### src/rtl/uart_ctrl_arb.sv
// uart_ctrl_arb
// Host-side controller for a CoreUART instance. Owns the CSN/WEN/OEN strobes,
// shares the transmitter between two byte requesters with round-robin
// arbitration, drains received bytes (with error flags) onto a valid-pulse
// interface, and applies baud/framing configuration only while the UART is
// quiescent.
//
// Ports:
//   CLK, RESET_N               clock, asynchronous active-low reset
//   cfg_*, cfg_load            configuration values captured into a shadow
//   cfg_pending                shadow not yet applied to the UART
//   req{0,1}_valid/_data/_ready  TX requesters (valid/ready handshake)
//   rx_valid, rx_data, rx_err  received byte, {FRAMING, PARITY, OVERFLOW}
//   BAUD_VAL, BIT8, PARITY_EN, ODD_N_EVEN  CoreUART configuration
//   CSN, WEN, OEN, DATA_IN     CoreUART strobes (active low) and write data
//   TXRDY, RXRDY, DATA_OUT, PARITY_ERR, FRAMING_ERR, OVERFLOW  CoreUART status
module uart_ctrl_arb #(
    parameter logic [12:0] BAUD_DEFAULT = 13'd64,
    parameter int unsigned GUARD_CYC    = 2
) (
    input  logic        CLK,
    input  logic        RESET_N,
    input  logic [12:0] cfg_baud,
    input  logic        cfg_bit8,
    input  logic        cfg_parity_en,
    input  logic        cfg_odd_n_even,
    input  logic        cfg_load,
    output logic        cfg_pending,
    input  logic        req0_valid,
    input  logic [7:0]  req0_data,
    output logic        req0_ready,
    input  logic        req1_valid,
    input  logic [7:0]  req1_data,
    output logic        req1_ready,
    output logic        rx_valid,
    output logic [7:0]  rx_data,
    output logic [2:0]  rx_err,
    output logic [12:0] BAUD_VAL,
    output logic        BIT8,
    output logic        PARITY_EN,
    output logic        ODD_N_EVEN,
    output logic        CSN,
    output logic        WEN,
    output logic        OEN,
    output logic [7:0]  DATA_IN,
    input  logic        TXRDY,
    input  logic        RXRDY,
    input  logic [7:0]  DATA_OUT,
    input  logic        PARITY_ERR,
    input  logic        FRAMING_ERR,
    input  logic        OVERFLOW
);

    typedef enum logic [2:0] {
        S_IDLE, S_CFG, S_WR, S_RD, S_RD_CAP, S_GUARD
    } state_e;

    typedef struct packed {
        logic [12:0] baud;
        logic        bit8;
        logic        parity_en;
        logic        odd_n_even;
    } cfg_t;

    localparam cfg_t       CFG_RESET  = '{baud: BAUD_DEFAULT, bit8: 1'b1,
                                          parity_en: 1'b0, odd_n_even: 1'b0};
    localparam logic [2:0] GUARD_LAST = 3'(GUARD_CYC - 1);

    state_e      state_q, state_d;
    logic [2:0]  guard_cnt_q, guard_cnt_d;
    logic        rr_ptr_q, rr_ptr_d;
    logic        grant_q, grant_d;
    cfg_t        shadow_q, shadow_d;
    logic        cfg_pending_q, cfg_pending_d;
    cfg_t        cfg_q, cfg_d;
    logic [7:0]  data_in_q, data_in_d;
    logic        csn_q, csn_d, wen_q, wen_d, oen_q, oen_d;
    logic        req0_ready_q, req0_ready_d, req1_ready_q, req1_ready_d;
    logic        rx_valid_q, rx_valid_d;
    logic [7:0]  rx_data_q, rx_data_d;
    logic [2:0]  rx_err_q, rx_err_d;
    logic        ptr_valid;

    // Pointer's own requester is valid; otherwise the other one wins.
    assign ptr_valid = rr_ptr_q ? req1_valid : req0_valid;

    always_comb begin
        // NOTE: every variable gets a default first so no path leaves it
        // unassigned; that is what keeps this block free of latches.
        state_d       = state_q;
        guard_cnt_d   = guard_cnt_q;
        rr_ptr_d      = rr_ptr_q;
        grant_d       = grant_q;
        shadow_d      = shadow_q;
        cfg_pending_d = cfg_pending_q;
        cfg_d         = cfg_q;
        data_in_d     = data_in_q;
        rx_valid_d    = 1'b0;
        rx_data_d     = rx_data_q;
        rx_err_d      = rx_err_q;

        // Shadow capture runs in every state; the last load wins.
        if (cfg_load) begin
            shadow_d      = '{baud: cfg_baud, bit8: cfg_bit8,
                              parity_en: cfg_parity_en, odd_n_even: cfg_odd_n_even};
            cfg_pending_d = 1'b1;
        end

        unique case (state_q)
            S_IDLE: begin
                // A load arriving this cycle is already pending at the edge.
                if (cfg_pending_q || cfg_load) begin
                    state_d = S_CFG;
                end else if (RXRDY) begin
                    state_d = S_RD;
                end else if (TXRDY && (req0_valid || req1_valid)) begin
                    state_d   = S_WR;
                    grant_d   = ptr_valid ? rr_ptr_q : ~rr_ptr_q;
                    data_in_d = grant_d ? req1_data : req0_data;
                    rr_ptr_d  = ~grant_d;
                end
            end
            S_CFG: begin
                cfg_d         = shadow_q;
                // A load coinciding with the copy keeps the new value pending.
                cfg_pending_d = cfg_load;
                state_d       = S_GUARD;
                guard_cnt_d   = GUARD_LAST;
            end
            S_WR: begin
                state_d     = S_GUARD;
                guard_cnt_d = GUARD_LAST;
            end
            S_RD: begin
                state_d = S_RD_CAP;
            end
            S_RD_CAP: begin
                rx_data_d   = DATA_OUT;
                rx_err_d    = {FRAMING_ERR, PARITY_ERR, OVERFLOW};
                rx_valid_d  = 1'b1;
                state_d     = S_GUARD;
                guard_cnt_d = GUARD_LAST;
            end
            S_GUARD: begin
                if (guard_cnt_q == 3'd0) state_d = S_IDLE;
                else                     guard_cnt_d = guard_cnt_q - 3'd1;
            end
            default: state_d = S_IDLE;
        endcase

        // Strobes and ready are decoded from the next state so they are
        // registered yet line up exactly with the state they belong to.
        csn_d        = !(state_d inside {S_WR, S_RD, S_RD_CAP});
        wen_d        = (state_d != S_WR);
        oen_d        = !(state_d inside {S_RD, S_RD_CAP});
        req0_ready_d = (state_d == S_WR) && !grant_d;
        req1_ready_d = (state_d == S_WR) &&  grant_d;
    end

    // NOTE: state registers use non-blocking assignments so every flop
    // samples pre-edge values regardless of block ordering.
    always_ff @(posedge CLK or negedge RESET_N) begin
        if (!RESET_N) begin
            state_q       <= S_IDLE;
            guard_cnt_q   <= 3'd0;
            rr_ptr_q      <= 1'b0;
            grant_q       <= 1'b0;
            shadow_q      <= '0;
            cfg_pending_q <= 1'b0;
            cfg_q         <= CFG_RESET;
            data_in_q     <= 8'd0;
            csn_q         <= 1'b1;
            wen_q         <= 1'b1;
            oen_q         <= 1'b1;
            req0_ready_q  <= 1'b0;
            req1_ready_q  <= 1'b0;
            rx_valid_q    <= 1'b0;
            rx_data_q     <= 8'd0;
            rx_err_q      <= 3'd0;
        end else begin
            state_q       <= state_d;
            guard_cnt_q   <= guard_cnt_d;
            rr_ptr_q      <= rr_ptr_d;
            grant_q       <= grant_d;
            shadow_q      <= shadow_d;
            cfg_pending_q <= cfg_pending_d;
            cfg_q         <= cfg_d;
            data_in_q     <= data_in_d;
            csn_q         <= csn_d;
            wen_q         <= wen_d;
            oen_q         <= oen_d;
            req0_ready_q  <= req0_ready_d;
            req1_ready_q  <= req1_ready_d;
            rx_valid_q    <= rx_valid_d;
            rx_data_q     <= rx_data_d;
            rx_err_q      <= rx_err_d;
        end
    end

    assign cfg_pending = cfg_pending_q;
    assign BAUD_VAL    = cfg_q.baud;
    assign BIT8        = cfg_q.bit8;
    assign PARITY_EN   = cfg_q.parity_en;
    assign ODD_N_EVEN  = cfg_q.odd_n_even;
    assign DATA_IN     = data_in_q;
    assign CSN         = csn_q;
    assign WEN         = wen_q;
    assign OEN         = oen_q;
    assign req0_ready  = req0_ready_q;
    assign req1_ready  = req1_ready_q;
    assign rx_valid    = rx_valid_q;
    assign rx_data     = rx_data_q;
    assign rx_err      = rx_err_q;

endmodule
### config.mk
export PLATFORM = sky130hd
export DESIGN_NAME = uart_ctrl_arb
export DESIGN_NICKNAME = d
export VERILOG_FILES = /design/src/rtl/uart_ctrl_arb.sv
export SDC_FILE = /design/constraint.sdc
export NUM_CORES = 1
export LEC_CHECK = 0
export CORE_ASPECT_RATIO = 1.25
export CORE_MARGIN = 5
export CORE_UTILIZATION = 49
export CTS_CLUSTER_SIZE = 16
export DETAILED_ROUTE_END_ITERATION = 10
export GPL_TIMING_DRIVEN = 0
export PLACE_DENSITY = 0.88
export SYNTH_ARGS = -nofsm -noshare
export SYNTH_HDL_FRONTEND = slang
export SYNTH_SLANG_ARGS = --single-unit
export TNS_END_PERCENT = 5
### constraint.sdc
create_clock -name CLK -period 5.65 [get_ports CLK]
set_input_delay 1.13 -clock CLK [delete_from_list [all_inputs] [get_ports CLK]]
set_output_delay 1.13 -clock CLK [all_outputs]
set_load 0.02 [all_outputs]
# After elaboration in Yosys (flattened, before gate mapping)
# Cells that the tools add are included.
# word_totals
regBits,66
out_inout_bits,42
word_cells,71
inputBits,50
# classes
n_reduce_logical,17
n_eq_ne,10
addsub,1
muxes,17
bitwise,4
# ops
op,count
$mux W3,5
$eq A3 B2 Y1 const B,4
$pmux W3 S4,1
$eq A3 B3 Y1 const B,3
$mux W1,9
$mux W8,1
$logic_not A3 Y1,2
$pmux W3 S2,1
$reduce_bool A2 Y1,3
$not A1 Y1,4
$reduce_and A4 Y1,1
$eq A3 B1 Y1 const B,1
$logic_and A1 B1 Y1,3
$logic_not A1 Y1,3
$ne A3 B2 Y1 const B,1
$reduce_bool A3 Y1,1
$reduce_or A3 Y1,1
$sub A3 B1 Y3 const B,1
$logic_or A1 B1 Y1,2
$ne A2 B2 Y1 const B,1
$reduce_and A2 Y1,1

# Longest topological paths before layout
# logic_depth
word_depth,9
depth_mapped,7
ltp_nobuf,6

# Worst setup path after synthesis
# Ideal clock, no wire load.
# synth_timing
path_kind,input to register
start,in req1_valid
end,"reg data_in_q[3], in the netlist DATA_IN[3]"
stages,5
path_slack_ps,3179
arrival_ps,2346
t_required_ps,5525
setup_time_ps,125
cell_sequence,o21ai_0 a2111oi_4 a21bo_4 buf_12 mux2_4
# synth_between
elab_chain_len,3
# synth_rtl
item,line,text
start: declaration,32,"input logic req1_valid,"
$mux W1 or $logic_or A1 B1 Y1 (tied branches),"85, 116",
$mux W1 or $logic_and A1 B1 Y1 (tied branches),"118, 116",
$mux W8 or $reduce_and A4 Y1 (tied branches),-,
end signal: assignment,188,data_in_q <= data_in_d;
end: declaration,76,"logic [7:0] data_in_q, data_in_d;"
# Several ways; a longest one is shown, not always the timed one.
# A chain may end at the register's enable or synchronous reset.

# Final worst setup path
# layout_timing
start,in cfg_load
end,reg shadow_q[8] in the netlist's numbering
# layout_lines
item,line,text
start: declaration,27,"input logic cfg_load,"
end signal: assignment,185,shadow_q <= shadow_d;
end: declaration,73,"cfg_t shadow_q, shadow_d;"
# No word-level cell between the ends.

==> metrics <==
status finished clean; worst setup path category in2reg; worst slew pin tran 0.778 ns; area of the die 7110 µm²; Syn Area/Cell 15.4 µm²; Power Density 472 nW/µm²; DR vias 1732; Max Slew Vio Count 0; Worst Path Required 5.86 ns; FF-to-FF path depth 6; Combinational Power Share 40.2%; Reg2Reg Setup Slack 3.52 ns; CTS HTree Levels 3; Seq cells post-synth 65; Synthesized Nets 228; CP cell instances clkdlybuf4s50_1, buf_1, clkbuf_1, mux2_2; Peak Freq 354 MHz; skew final 0.00571 ns; routed len/inst 15.6 µm; Die X-Extent 76.4 µm; chip height 93.1 µm; hold buffers post-CTS 0; fin crit share 50.0%; Largest stage delay, worst path 0.53 ns; RSZ-0062 raised after global routing no; Gate Count Post-Synth 176; CP max-delay cell clkdlybuf4s50_1; Hold/Removal Path Class reg2reg; drt first pass iters 3; sequential fraction of the synthesis area 60.4%; Max Cap Viol 0; first-pass GRT wire length 9.20 mm; largest net degree at the start of global routing 66; CP Launch Point cfg_load; Setup Fix Bufs, Post-CTS 0; RR Startpoint state_q[1]; post_cts resized 0; sw frac 31.0%; CTS buffer count 9; clock slew at reported path FFs 0.06 ns; sw power 0.573 mW; commonest non-fill, non-tap cell in the layout clkdlybuf4s50_1; DRT Wirelength 5.43 mm; Synth Cell Area 2700 µm²; total grt overflow 0; # IOs 92; final setup TNS 0 ns; nets 330; Rel. slew slack 48.2%; clk buf depth 2; layout cell share with drive strength beyond 1 33.2%; initial antenna violation count 0; DP Cell Count 331; row count 30; Worst-Skew Late Latency 0.32 ns; Crit. End Element flip-flop; fin crit period 2.83 ns; vias in the first global route 1952; post-route insts no fill 347; peak fanout along the critical path 10; Area Overhead vs Synth 44.6%; CP Data Arrival Time 3.03 ns; GR Util All Layers 16.4%; Netlist cell types 33; clock sink count 65; clock share of power 22.4%; Pleak 1.68 nW; Final setup viols 0; Post-DRT Antenna Nets 0; DR iter-0 viols 76; drt drc 0; Int Pwr 1.27 mW; Final GP Congestion 0.824; root buf cell clkbuf_8; TritonCTS clock tree built; routed vias/inst 4.99; CORE AREA 5410 µm²; input/output buffers 91; initial core utilization 50.0%; HPWL after DPL 4.01 mm; most frequent cells in the layout clkdlybuf4s50_1, dfrtp_1, mux2_2; Max VDD drop 281 µV; Hold Vio Cnt, Final 0; Reg power frac 37.4%; reg2reg end BAUD_VAL[12]; Worst Setup EP shadow_q[8]; antenna fix cells 0; synth warn 0; critical path startpoint category primary input
power groups by stage:
stage                     clock network [mW]  logic [mW]  registers [mW]
after detailed placement                   0       0.752           0.699
after global placement                     0       0.735           0.691
after global routing                   0.449       0.799           0.710
final                                  0.414       0.742           0.691
after CTS                              0.425       0.757           0.692
after floorplan                            0       0.268           0.835
cell type report:
cell class | count | area, µm²
multi-input cells | 96 | 977
plain buffers | 10 | 75.1
well taps | 64 | 80.1
inverters | 5 | 18.8
flip-flops and latches | 65 | 1630
clock buffers | 14 | 183
fillers | 396 | 1500
clock inverters | 2 | 35.0
repair buffers | 91 | 908
metrics by stage:
stage	area (µm²)	hold WS (ns)	power, mW	setup WS, ns	util [%]
2_1_floorplan	2700	0.456	1.10	3.18	-
3_3_place_gp	3690	0.474	1.43	1.38	68.4
3_5_place_dp	3690	0.494	1.45	2.44	68.3
4_1_cts	3910	0.508	1.87	2.79	72.3
5_1_grt	3910	0.518	1.96	2.72	72.3
6_report	3910	0.505	1.85	2.82	72.3
flip-flops by register name, indices dropped and copies added (netlist names):
name,flops
shadow_q,16
BAUD_VAL,13
DATA_IN,8
rx_data,8
guard_cnt_q,3
rx_err,3
state_q,3
BIT8,1
CSN,1
ODD_N_EVEN,1
OEN,1
PARITY_EN,1
WEN,1
cfg_pending,1
req0_ready,1
req1_ready,1
rr_ptr_q,1
rx_valid,1
cell usage after synthesis:
cell type | number | area, µm²
dfrtp_1 | 60 | 1500
mux2_2 | 54 | 608
mux2_4 | 6 | 90.1
dfstp_2 | 5 | 131
inv_1 | 5 | 18.8
nor2_1 | 5 | 18.8
nand2_1 | 4 | 15.0
clkbuf_1 | 3 | 11.3
nor2b_1 | 3 | 18.8
o21ai_0 | 3 | 15.0
a31oi_1 | 2 | 12.5
and2b_2 | 2 | 17.5
buf_2 | 2 | 10.0
buf_6 | 2 | 22.5
ha_1 | 2 | 25.0
a2111oi_4 | 1 | 27.5
a21bo_4 | 1 | 16.3
a21boi_0 | 1 | 7.51
a21o_1 | 1 | 7.51
a21o_2 | 1 | 8.76
a41o_1 | 1 | 10.0
buf_1 | 1 | 3.75
buf_12 | 1 | 20.0
buf_4 | 1 | 7.51
mux2i_1 | 1 | 10.0
nand3b_1 | 1 | 7.51
nor3b_1 | 1 | 7.51
nor4_1 | 1 | 6.26
o21a_1 | 1 | 7.51
o21bai_1 | 1 | 7.51
o2bb2ai_1 | 1 | 8.76
o41a_2 | 1 | 12.5
or3_4 | 1 | 11.3
how the worst min path moves through the flow:
stage,startpoint,to,slack (ns),cells after the start
after floorplan,guard_cnt_q[1],guard_cnt_q[1],0.46,1
after global placement,guard_cnt_q[1],guard_cnt_q[1],0.47,1
after detailed placement,shadow_q[7],shadow_q[7],0.49,1
after CTS,shadow_q[7],shadow_q[7],0.51,1
after global routing,BAUD_VAL[10],BAUD_VAL[10],0.52,1
final,shadow_q[7],shadow_q[7],0.50,1
cell families after synthesis:
kind of cell               after synthesis  synth area share (%)
DFF                                     65                  60.4
AOI/OAI and AO/OA                       15                  5.23
and+or+nand+nor                         18                  3.79
muxes                                   61                  26.2
adders and majority gates                2                 0.925
buffers and inverters                   15                  3.47
worst max-delay path: cells and delay by family:
family | cells | cell delay [ns]
buffers and inverters | 3 | 1.51
muxes | 1 | 0.40
layer usage:
layer | track usage (%) | share of wire (%) | vias to the layer above
met1 | 18.4 | 40 | 858
met4 | 7.00 | 0.94 | 0
met2 | 28.4 | 52 | 50
li1 | - | - | 819
met3 | 5.59 | 7.1 | 5
met5 | 0 | 0 | -
No activity file was read; power rests on OpenSTA's default activity.
